--- src/rtl/uart_pkg.sv ---
// Shared UART definitions: frame-state enum, default line settings, and the
// clocks-per-bit helper. Used by both the receive and transmit paths.
package uart_pkg;

   localparam int unsigned DEF_CLK_FREQ  = 50_000_000;
   localparam int unsigned DEF_BAUD_RATE = 9600;
   localparam int unsigned DATA_W        = 8;

   // Frame position of the serial receiver/transmitter
   typedef enum logic [2:0] {
      ST_IDLE   = 3'd0,
      ST_START  = 3'd1,
      ST_DATA   = 3'd2,
      ST_PARITY = 3'd3,
      ST_STOP   = 3'd4
   } uart_state_t;

   // System clock cycles per bit period
   function automatic int unsigned baud_cnt_max(input int unsigned clk_freq,
                                                input int unsigned baud_rate);
      return clk_freq / baud_rate;
   endfunction

endpackage

--- src/rtl/uart_byte_rx_if.sv ---
// Byte delivery bus between the UART receiver (master) and the command logic
// (slave).
//   rx_data    : received byte, valid while rx_valid
//   rx_valid   : byte available, held until accepted
//   rx_ready   : consumer accept (transfer on rx_valid && rx_ready)
//   frame_err  : one-cycle pulse, stop bit sampled low
//   parity_err : one-cycle pulse, even-parity mismatch
//   overrun    : one-cycle pulse, good byte dropped while holding reg full
interface uart_byte_rx_if;
   import uart_pkg::*;

   logic [DATA_W-1:0] rx_data;
   logic              rx_valid;
   logic              rx_ready;
   logic              frame_err;
   logic              parity_err;
   logic              overrun;

   modport master (
      output rx_data, rx_valid, frame_err, parity_err, overrun,
      input  rx_ready
   );

   modport slave (
      input  rx_data, rx_valid, frame_err, parity_err, overrun,
      output rx_ready
   );

endinterface

--- src/rtl/uart_sync_edge.sv ---
// Two-flop synchronizer with falling-edge detect for an asynchronous input
// that idles high. All flops reset to 1 so a quiet line never looks like an
// edge coming out of reset.
//   clk      : sampling clock
//   rst_n    : asynchronous active-low reset
//   i_async  : asynchronous input
//   o_sync   : synchronized level (registered)
//   o_fall_c : combinational falling-edge strobe (o_sync low, previous high)
module uart_sync_edge (
   input  logic clk,
   input  logic rst_n,
   input  logic i_async,
   output logic o_sync,
   output logic o_fall_c
);

   logic r_ff1;
   logic r_ff2;
   logic r_prev;

   // Metastability chain plus one-cycle history of the synchronized level
   always_ff @(posedge clk or negedge rst_n) begin
      if (!rst_n) begin
         r_ff1  <= 1'b1;
         r_ff2  <= 1'b1;
         r_prev <= 1'b1;
      end else begin
         r_ff1  <= i_async;
         r_ff2  <= r_ff1;
         r_prev <= r_ff2;
      end
   end

   assign o_sync   = r_ff2;
   assign o_fall_c = ~r_ff2 & r_prev;

endmodule

--- src/rtl/uart_byte_rx.sv ---
// UART receive deframer: turns the asynchronous serial line into validated
// bytes delivered over a valid/ready bus, with framing/parity/overrun pulses.
// Default frame is 8N1; defining UART_RX_PARITY_EN selects 8E1 (even parity).
//   clk_50M   : system clock
//   sys_rst_n : asynchronous active-low reset
//   uart_rx   : serial line, idle high, asynchronous
//   rx_if     : byte delivery bus (master side), see uart_byte_rx_if
module uart_byte_rx
   import uart_pkg::*;
#(
   parameter int unsigned CLK_FREQ  = DEF_CLK_FREQ,
   parameter int unsigned BAUD_RATE = DEF_BAUD_RATE
) (
   input  logic           clk_50M,
   input  logic           sys_rst_n,
   input  logic           uart_rx,
   uart_byte_rx_if.master rx_if
);

   localparam int unsigned BAUD_CNT_MAX = baud_cnt_max(CLK_FREQ, BAUD_RATE);
   localparam int unsigned CNT_W        = $clog2(BAUD_CNT_MAX);
   localparam int unsigned BIT_W        = $clog2(DATA_W);

   localparam logic [CNT_W-1:0] CNT_HALF = CNT_W'(BAUD_CNT_MAX / 2 - 1);
   localparam logic [CNT_W-1:0] CNT_FULL = CNT_W'(BAUD_CNT_MAX - 1);
   localparam logic [BIT_W-1:0] BIT_LAST = BIT_W'(DATA_W - 1);

   uart_state_t       r_state;
   uart_state_t       w_state_nxt;

   logic [CNT_W-1:0]  r_cnt;
   logic [BIT_W-1:0]  r_bit_idx;
   logic [DATA_W-1:0] r_shift;

   logic              w_rx_sync;
   logic              w_rx_fall;

   logic              w_cnt_clr;
   logic              w_frame_clr;
   logic              w_shift_en;
   logic              w_stop_smp;
   logic              w_par_bad;

   logic              r_pub_pend;
   logic              r_ferr_pend;

   logic [DATA_W-1:0] r_rx_data;
   logic              r_rx_valid;
   logic              r_frame_err;
   logic              r_overrun;

   uart_sync_edge u_sync (
      .clk      (clk_50M),
      .rst_n    (sys_rst_n),
      .i_async  (uart_rx),
      .o_sync   (w_rx_sync),
      .o_fall_c (w_rx_fall)
   );

   // State register
   always_ff @(posedge clk_50M or negedge sys_rst_n) begin
      if (!sys_rst_n) r_state <= ST_IDLE;
      else            r_state <= w_state_nxt;
   end

`ifdef UART_RX_PARITY_EN
   logic w_par_smp;
`endif

   // Next-state and datapath strobes
   always_comb begin
      w_state_nxt = r_state;
      w_cnt_clr   = 1'b0;
      w_frame_clr = 1'b0;
      w_shift_en  = 1'b0;
      w_stop_smp  = 1'b0;
`ifdef UART_RX_PARITY_EN
      w_par_smp   = 1'b0;
`endif
      case (r_state)
         ST_IDLE: begin
            // Counter held at 0 so START timing begins at the edge
            w_cnt_clr = 1'b1;
            if (w_rx_fall) w_state_nxt = ST_START;
         end
         ST_START: begin
            if (r_cnt == CNT_HALF) begin
               // Line back high at mid start bit: treat as glitch
               if (w_rx_sync) begin
                  w_state_nxt = ST_IDLE;
               end else begin
                  w_cnt_clr   = 1'b1;
                  w_frame_clr = 1'b1;
                  w_state_nxt = ST_DATA;
               end
            end
         end
         ST_DATA: begin
            if (r_cnt == CNT_FULL) begin
               w_cnt_clr  = 1'b1;
               w_shift_en = 1'b1;
               if (r_bit_idx == BIT_LAST) begin
`ifdef UART_RX_PARITY_EN
                  w_state_nxt = ST_PARITY;
`else
                  w_state_nxt = ST_STOP;
`endif
               end
            end
         end
`ifdef UART_RX_PARITY_EN
         ST_PARITY: begin
            if (r_cnt == CNT_FULL) begin
               w_cnt_clr   = 1'b1;
               w_par_smp   = 1'b1;
               w_state_nxt = ST_STOP;
            end
         end
`endif
         ST_STOP: begin
            // Leave at mid stop bit so a back-to-back start edge is caught
            if (r_cnt == CNT_FULL) begin
               w_cnt_clr   = 1'b1;
               w_stop_smp  = 1'b1;
               w_state_nxt = ST_IDLE;
            end
         end
         default: begin
            w_cnt_clr   = 1'b1;
            w_state_nxt = ST_IDLE;
         end
      endcase
   end

   // Bit-period counter, bit index and LSB-first shift register
   always_ff @(posedge clk_50M or negedge sys_rst_n) begin
      if (!sys_rst_n) begin
         r_cnt     <= '0;
         r_bit_idx <= '0;
         r_shift   <= '0;
      end else begin
         r_cnt <= w_cnt_clr ? '0 : r_cnt + CNT_W'(1);
         if (w_frame_clr)     r_bit_idx <= '0;
         else if (w_shift_en) r_bit_idx <= r_bit_idx + BIT_W'(1);
         if (w_shift_en) r_shift <= {w_rx_sync, r_shift[DATA_W-1:1]};
      end
   end

`ifdef UART_RX_PARITY_EN
   logic r_par_err;
   logic r_perr_pend;
   logic r_parity_err;

   // Even parity: data bits XOR parity bit must be 0
   always_ff @(posedge clk_50M or negedge sys_rst_n) begin
      if (!sys_rst_n) begin
         r_par_err    <= 1'b0;
         r_perr_pend  <= 1'b0;
         r_parity_err <= 1'b0;
      end else begin
         if (w_frame_clr)    r_par_err <= 1'b0;
         else if (w_par_smp) r_par_err <= ^{r_shift, w_rx_sync};
         r_perr_pend  <= w_stop_smp & w_rx_sync & r_par_err;
         r_parity_err <= r_perr_pend;
      end
   end

   assign w_par_bad        = r_par_err;
   assign rx_if.parity_err = r_parity_err;
`else
   assign w_par_bad        = 1'b0;
   assign rx_if.parity_err = 1'b0;
`endif

   // Stop-sample outcome, acted on one cycle later
   always_ff @(posedge clk_50M or negedge sys_rst_n) begin
      if (!sys_rst_n) begin
         r_pub_pend  <= 1'b0;
         r_ferr_pend <= 1'b0;
      end else begin
         r_pub_pend  <= w_stop_smp & w_rx_sync & ~w_par_bad;
         r_ferr_pend <= w_stop_smp & ~w_rx_sync;
      end
   end

   // Holding register and pulse outputs; errors never touch data/valid
   always_ff @(posedge clk_50M or negedge sys_rst_n) begin
      if (!sys_rst_n) begin
         r_rx_data   <= '0;
         r_rx_valid  <= 1'b0;
         r_frame_err <= 1'b0;
         r_overrun   <= 1'b0;
      end else begin
         r_frame_err <= r_ferr_pend;
         r_overrun   <= 1'b0;
         if (r_pub_pend) begin
            // Holding reg free now or being emptied this cycle
            if (!r_rx_valid || rx_if.rx_ready) begin
               r_rx_data  <= r_shift;
               r_rx_valid <= 1'b1;
            end else begin
               r_overrun  <= 1'b1;
            end
         end else if (r_rx_valid && rx_if.rx_ready) begin
            r_rx_valid <= 1'b0;
         end
      end
   end

   assign rx_if.rx_data   = r_rx_data;
   assign rx_if.rx_valid  = r_rx_valid;
   assign rx_if.frame_err = r_frame_err;
   assign rx_if.overrun   = r_overrun;

endmodule

--- src/flat_wrapper.sv ---
// flat-port wrapper written by rule: the top's interface ports become plain ports
module uart_byte_rx_flat import uart_pkg::*;
#(
   parameter int unsigned CLK_FREQ  = DEF_CLK_FREQ,
   parameter int unsigned BAUD_RATE = DEF_BAUD_RATE
)
  (clk_50M, sys_rst_n, uart_rx, rx_if_rx_data, rx_if_rx_valid, rx_if_frame_err, rx_if_parity_err, rx_if_overrun, rx_if_rx_ready);
  uart_byte_rx_if rx_if_i ();
  input  logic clk_50M;
  input  logic sys_rst_n;
  input  logic uart_rx;
  output wire logic [$bits(rx_if_i.rx_data)-1:0] rx_if_rx_data;
  output wire logic [$bits(rx_if_i.rx_valid)-1:0] rx_if_rx_valid;
  output wire logic [$bits(rx_if_i.frame_err)-1:0] rx_if_frame_err;
  output wire logic [$bits(rx_if_i.parity_err)-1:0] rx_if_parity_err;
  output wire logic [$bits(rx_if_i.overrun)-1:0] rx_if_overrun;
  input wire logic [$bits(rx_if_i.rx_ready)-1:0] rx_if_rx_ready;
  assign rx_if_rx_data = rx_if_i.rx_data;
  assign rx_if_rx_valid = rx_if_i.rx_valid;
  assign rx_if_frame_err = rx_if_i.frame_err;
  assign rx_if_parity_err = rx_if_i.parity_err;
  assign rx_if_overrun = rx_if_i.overrun;
  assign rx_if_i.rx_ready = rx_if_rx_ready;
  uart_byte_rx #(.CLK_FREQ(CLK_FREQ), .BAUD_RATE(BAUD_RATE)) u_core (.clk_50M(clk_50M), .sys_rst_n(sys_rst_n), .uart_rx(uart_rx), .rx_if(rx_if_i));
endmodule
--- config.mk ---
export PLATFORM = sky130hd
export DESIGN_NAME = uart_byte_rx_flat
export DESIGN_NICKNAME = d
export VERILOG_FILES = /design/src/rtl/uart_pkg.sv /design/src/rtl/uart_byte_rx_if.sv /design/src/rtl/uart_sync_edge.sv /design/src/rtl/uart_byte_rx.sv /design/src/flat_wrapper.sv
export SDC_FILE = /design/constraint.sdc
export NUM_CORES = 1
export LEC_CHECK = 0
export BUFFER_PORTS_ARGS = -buffer_cell sky130_fd_sc_hd__buf_2
export CAP_MARGIN = 30
export CORE_MARGIN = 5
export CORE_UTILIZATION = 34
export DETAILED_ROUTE_END_ITERATION = 10
export HOLD_SLACK_MARGIN = 0.03
export PLACE_DENSITY = 0.6
export SYNTH_ARGS = -nofsm -noshare
export SYNTH_HDL_FRONTEND = slang
export SYNTH_SLANG_ARGS = --single-unit
--- constraint.sdc ---
create_clock -name clk_50M -period 1.74 [get_ports clk_50M]
set_input_delay 0.087 -clock clk_50M [delete_from_list [all_inputs] [get_ports clk_50M]]
set_output_delay 0.087 -clock clk_50M [all_outputs]
set_load 0.02 [all_outputs]
## After elaboration in Yosys (flattened, before gate mapping)

Index checks and enable logic that the tools add are counted.

| word-level totals | value |
|---|---|
| memories | 0 |
| word-level logic and storage cells | 63 |
| output and inout port bits | 12 |
| bits in latches | 0 |
| ROM bits | 0 |
| register bits after elaboration | 43 |
| input bits | 4 |
| memory bits (writable) | 0 |

| cells by class | value |
|---|---|
| multipliers | 0 |
| magnitude comparators | 0 |
| equal/unequal tests | 12 |
| reduce and logical (&&, ||, !) cells | 10 |
| shift operators | 0 |
| div/mod/pow operators | 0 |
| bitwise logic cells | 4 |
| multiplexer cells | 22 |
| add/subtract/negate cells | 2 |

Operators by type and width:

| operator | number |
|---|---|
| 3-bit 2-to-1 mux | 7 |
| 13-bit by 1-bit adder with 13-bit output, second input constant | 1 |
| 13-bit by 12-bit equality test with 1-bit output, second input constant | 1 |
| 13-bit equality test, second input constant | 1 |
| 13-bit 2-to-1 mux | 1 |
| 3-bit case mux with 4 select lines | 1 |
| 1-bit 2-to-1 mux | 11 |
| 2-bit by 1-bit inequality test with 1-bit output, second input constant | 4 |
| 3-bit equality test, second input constant | 2 |
| 5-bit AND reduction | 1 |
| 2-bit inequality test, second input constant | 2 |
| 2-bit AND reduction | 2 |
| 2-bit nonzero test | 2 |
| 3-bit by 1-bit adder with 3-bit output, second input constant | 1 |
| 1-bit bitwise AND | 3 |
| 3-bit by 1-bit equality test with 1-bit output, second input constant | 1 |
| 3-bit by 2-bit equality test with 1-bit output, second input constant | 1 |
| 3-bit logical NOT | 1 |
| 2-bit 2-to-1 mux | 1 |
| 1-bit case mux with 2 select lines | 1 |
| 2-bit OR reduction | 1 |
| 1-bit logical AND | 1 |
| 1-bit logical NOT | 1 |
| 1-bit logical OR | 1 |
| 1-bit inverter | 1 |

## Logic depth before layout (Yosys ltp)

| depth | value |
|---|---|
| depth after elaboration | 5 |
| depth in mapped cells | 7 |
| depth with buffers taken out | 5 |

## Cells and area by module

From an unflattened synthesis, not the netlist that was laid out.

| second synthesis, totals | value |
|---|---|
| cells, all modules | 158 |
| area total of the unflattened synthesis | 1939.4 um^2 |

By module, submodules not included:

| module | area an instance (um^2) | seq. area each (um^2) | cells each | instances |
|---|---|---|---|---|
| uart_byte_rx | 1846.8 | 1001.0 | 154 | 1 |
| uart_sync_edge | 92.6 | 78.8 | 4 | 1 |

## Least setup slack after synthesis

Ideal clock, no wire load.

| path | value |
|---|---|
| path type | register -> register |
| start | reg u_core.r_cnt[0] |
| end | reg u_core.r_shift[2] |
| slack | 104 ps |
| library setup time | 125 ps |
| data arrival time | 1511 ps |
| buffers on the path | 2 |
| period minus slack after synthesis | 1636 ps |
| required time | 1615 ps |
| stages on the path, launching flop included | 7 |
| path through | dfrtp_1 > ha_1 > and4_1 > buf_2 > nand4_2 > buf_6 > mux2_2 |

| between the ends | value |
|---|---|
| cells in the longest elaborated chain, start to end | 3 |

RTL lines:

| item | line | source |
|---|---|---|
| start: declaration | uart_byte_rx.sv:31 | `logic [CNT_W-1:0] r_cnt;` |
| start signal: assignment | uart_byte_rx.sv:142 | `r_cnt <= w_cnt_clr ? '0 : r_cnt + CNT_W'(1);` |
| 13-bit equality test | uart_byte_rx.sv:99 | `if (r_cnt == CNT_FULL) begin` |
| 1-bit 2-to-1 mux | uart_byte_rx.sv:99 |  |
| 1-bit 2-to-1 mux | uart_byte_rx.sv:80 | `case (r_state)` |
| end signal: assignment | uart_byte_rx.sv:145 | `if (w_shift_en) r_shift <= {w_rx_sync, r_shift[DATA_W-1:1]};` |
| end: declaration | uart_byte_rx.sv:33 | `logic [DATA_W-1:0] r_shift;` |

No other way between the ends.
A chain may end at the register's enable or synchronous reset.

## Worst setup path in the final report

| path | value |
|---|---|
| start | reg u_core.r_cnt[11] |
| end | reg u_core.r_state[2] |

| between the ends | value |
|---|---|
| cells in the longest elaborated chain, start to end | 3 |
| elaborated cells on any way between the ends | 6 |

RTL lines:

| item | line | source |
|---|---|---|
| 13-bit equality test / 13-bit by 12-bit equality test with 1-bit output (equally long branches) | uart_byte_rx.sv:99, uart_byte_rx.sv:122, uart_byte_rx.sv:87 |  |
| 2-bit by 1-bit inequality test with 1-bit output (no line) | - |  |
| 5-bit AND reduction (no line) * | - |  |
| end signal: assignment | uart_byte_rx.sv:63 | `else r_state <= w_state_nxt;` |
| end: declaration | uart_byte_rx.sv:28 | `uart_state_t r_state;` |

Every way passes the cells marked *; elsewhere a longest branch is shown, timed or not.

==> reports/qor.yml <==
slowest_stage: "dfrtp_2"
grt_busiest_layer: "met2"
final_max_slew_viol_count: 0
place_congestion: 0.786
powerDensity_mw_per_mm2: 929
rr_worst_depth: 5
ys.flop_type: "dfrtp_1"
drcViolationCount: 0
synth_cells: 159
min_from: "rx_if_rx_ready"
ios: 16
ys_seq_elements: 43
endpoint_kind: "flip-flop"
dpl.hpwl_um: 2200
dr.pass1.iters: 4
crit_fanout: 4
status: "completed"
ir_worst_vdd_mv: 0.309
critPathTopFamily: "simple AND/OR/NAND/NOR gates"
root_buffer: "clkbuf_8"
clk_pin_slew_ps: 80
area_delta_synth_final_pct: 18.8
ant_nets: 0
min_period_ps: 1670
final_common_cell: "dfrtp_1"
synth_edf_count: 0
port_buffers: 14
wl_um: 3160
grt_overflow: 0
async_reset_ff_share_pct: 100
worstSetupStartpointType: "flip-flop"
vias_per_cell: 4.66
grt_max_degree: 44
fin_crit_sh_pct: 96.0
worst_slew_pin_slew_ps: 533
drv_cap: 0
crit_buf_inv: 1
fp.dieW_um: 85.0
cts_made_buffers: 5
slowest_delay_ps: 440
grt_util_all_layers_pct: 9.57
clk_path_buf_depth: 2
h-tree-depth: 2
r2r-start: "u_core.r_cnt[11]"
setup_ws_ps: 69.6
grtUsageMet1_pct: 12.5
worst-r2r-setup-slack_ps: 70
vias: 1211
r2r-end: "u_core.r_state[2]"
use_met3_pct: 2.62
p_leak_nw: 1.07
crit_chain: "nor4b_4 -> buf_4 -> nand3_2 -> or4_1 -> a21oi_1"
synthesis.nets: 166
cts_tree: "built"
clkLatencyLatePin_ps: 280
syn_area_mm2: 0.00191
min_to: "u_core.rx_if.overrun"
finClkSkew_ps: 4.12
ys_types: 39
setup_viol: 0
layout.nets: 194
p_total_mw: 2.11
hold_depth: 3
antenna_cells: 0
crit_arrival_ps: 1880
grt_pass1_wl_um: 5520
core_mm2: 0.00547
critical_path_class: "reg2reg"
first_iter_violations: 86
use_met2_pct: 14.8
grt_pass1_vias: 1177
cts.sinks: 43
die-area_mm2: 0.00723
start_util_pct: 35.0
fmax_mhz: 599
chipHeight_um: 85.0
ys_seq_area_share_pct: 56.4
min_path_type: "in2reg"
required_ps: 1950
drive_gt1_share_pct: 33.5
synth.avg_cell_area_um2: 12.0
mostFrequentLayoutCells: "38 x dfrtp_1, 18 x nor2_1, 15 x mux2_2"
fin_tns_setup_ps: 0
hold_viol: 0
place_ws_ps: 55.8
fin_cells: 260
antenna_found_initial: 0
yosys_warnings: 0
core.rowCount: 27
wl_per_cell_um: 12.1
placed_cells: 247
slew_headroom_pct: 64.5
## where the power goes
part / internal [mW] / switching (mW)
combinational: 0.152 / 0.167
clock: 0.280 / 0.316
sequential: 1.08 / 0.111
## tightest hold or removal path, delay by kind of cell
kind,cells,cell delay [ps]
simple gates,2,190
buf+inv,1,70
## logic make-up (layout without fill, tap and decap cells)
logic type / count (synthesis) / count (layout) / synth area share (%)
AND/OR/NAND/NOR: 61 / 61 / 20.0
flip-flops: 43 / 43 / 56.4
multiplexers: 15 / 15 / 8.83
buffers and inverters: 15 / 44 / 4.12
XOR/XNOR: 12 / 12 / 5.49
AO/OA/AOI/OAI: 9 / 9 / 2.94
adder cells (fa/ha/maj): 3 / 3 / 1.96
other: 1 / 1 / 0.196
## synth_stat cells (2+ instances only)
cell type  count  area [um^2]
buf_2          2         10.0
nand3_1        6         30.0
nand2_1        7         26.3
or4_1          2         15.0
mux2_2        15          169
xnor2_1        6         52.6
buf_6          2         22.5
dfstp_2        3         78.8
nor3_1         2         10.0
and4_1         2         17.5
nand4_1        5         31.3
and3_1         3         18.8
nor3b_1        2         15.0
nor4b_4        2         47.6
xor2_1         6         52.6
dfrtp_1       40         1000
ha_1           3         37.5
o21ai_0        3         15.0
inv_1          8         30.0
nor2_1        18         67.6
nor4b_1        2         17.5
a21oi_1        2         10.0
o2bb2ai_1      2         17.5
## per-stage QoR
stage | hold slack, ps | util [%] | instance area [um^2]
global placement | 190 | 38.5 | 2100
CTS | 82.1 | 40.4 | 2210
detailed placement | 192 | 38.5 | 2100
finish | 95.7 | 41.5 | 2270
floorplan | -209 | - | 1910
global route | 87.4 | 41.5 | 2270
## sequential cells by signal (all words and copies together) (netlist names)
signal	flops
u_core.rx_if.overrun	1
u_core.rx_if.frame_err	1
u_core.u_sync.r_ff1	1
u_core.r_ferr_pend	1
u_core.rx_if.rx_valid	1
u_core.u_sync.r_prev	1
u_core.rx_if.rx_data	8
u_core.r_shift	8
u_core.r_cnt	13
u_core.r_bit_idx	3
u_core.r_pub_pend	1
u_core.r_state	3
u_core.u_sync.o_sync	1
## worst max-delay path by stage
stage / start / end / slack (ps) / cells past startpoint
2_1_floorplan: u_core.r_cnt[0] / u_core.r_shift[2] / 100 / 6
4_1_cts: u_core.r_cnt[0] / u_core.r_cnt[4] / 20 / 6
3_3_place_gp: u_core.r_cnt[0] / u_core.r_cnt[2] / 70 / 6
5_1_grt: u_core.r_cnt[0] / u_core.r_bit_idx[1] / -10 / 6
3_5_place_dp: u_core.r_cnt[0] / u_core.r_cnt[4] / 60 / 6
6_report: u_core.r_cnt[11] / u_core.r_state[2] / 70 / 5
## layer usage
metal  routed length, um  vias up
met3                 102        2
met4                  27        0
li1                    -      605
met2                1460       20
met5                   0        -
met1                1560      584
## layout make-up
type / instances / area [um^2]
sequential: 43 / 1080
inverter: 8 / 30.0
tap: 72 / 90.1
timing repair buffer: 28 / 193
clock buffer: 6 / 72.6
clock inverter: 2 / 12.5
multi-input combinational: 101 / 793
fill: 539 / 3200
## what timing repair did
action,in CTS,in global routing
setup buffers,0,3
endpoints found under the hold margin,41,0
endpoints found under the setup margin,0,14
resized for setup,0,9
hold buffers,2,0
(Power assumes the default switching activity.)
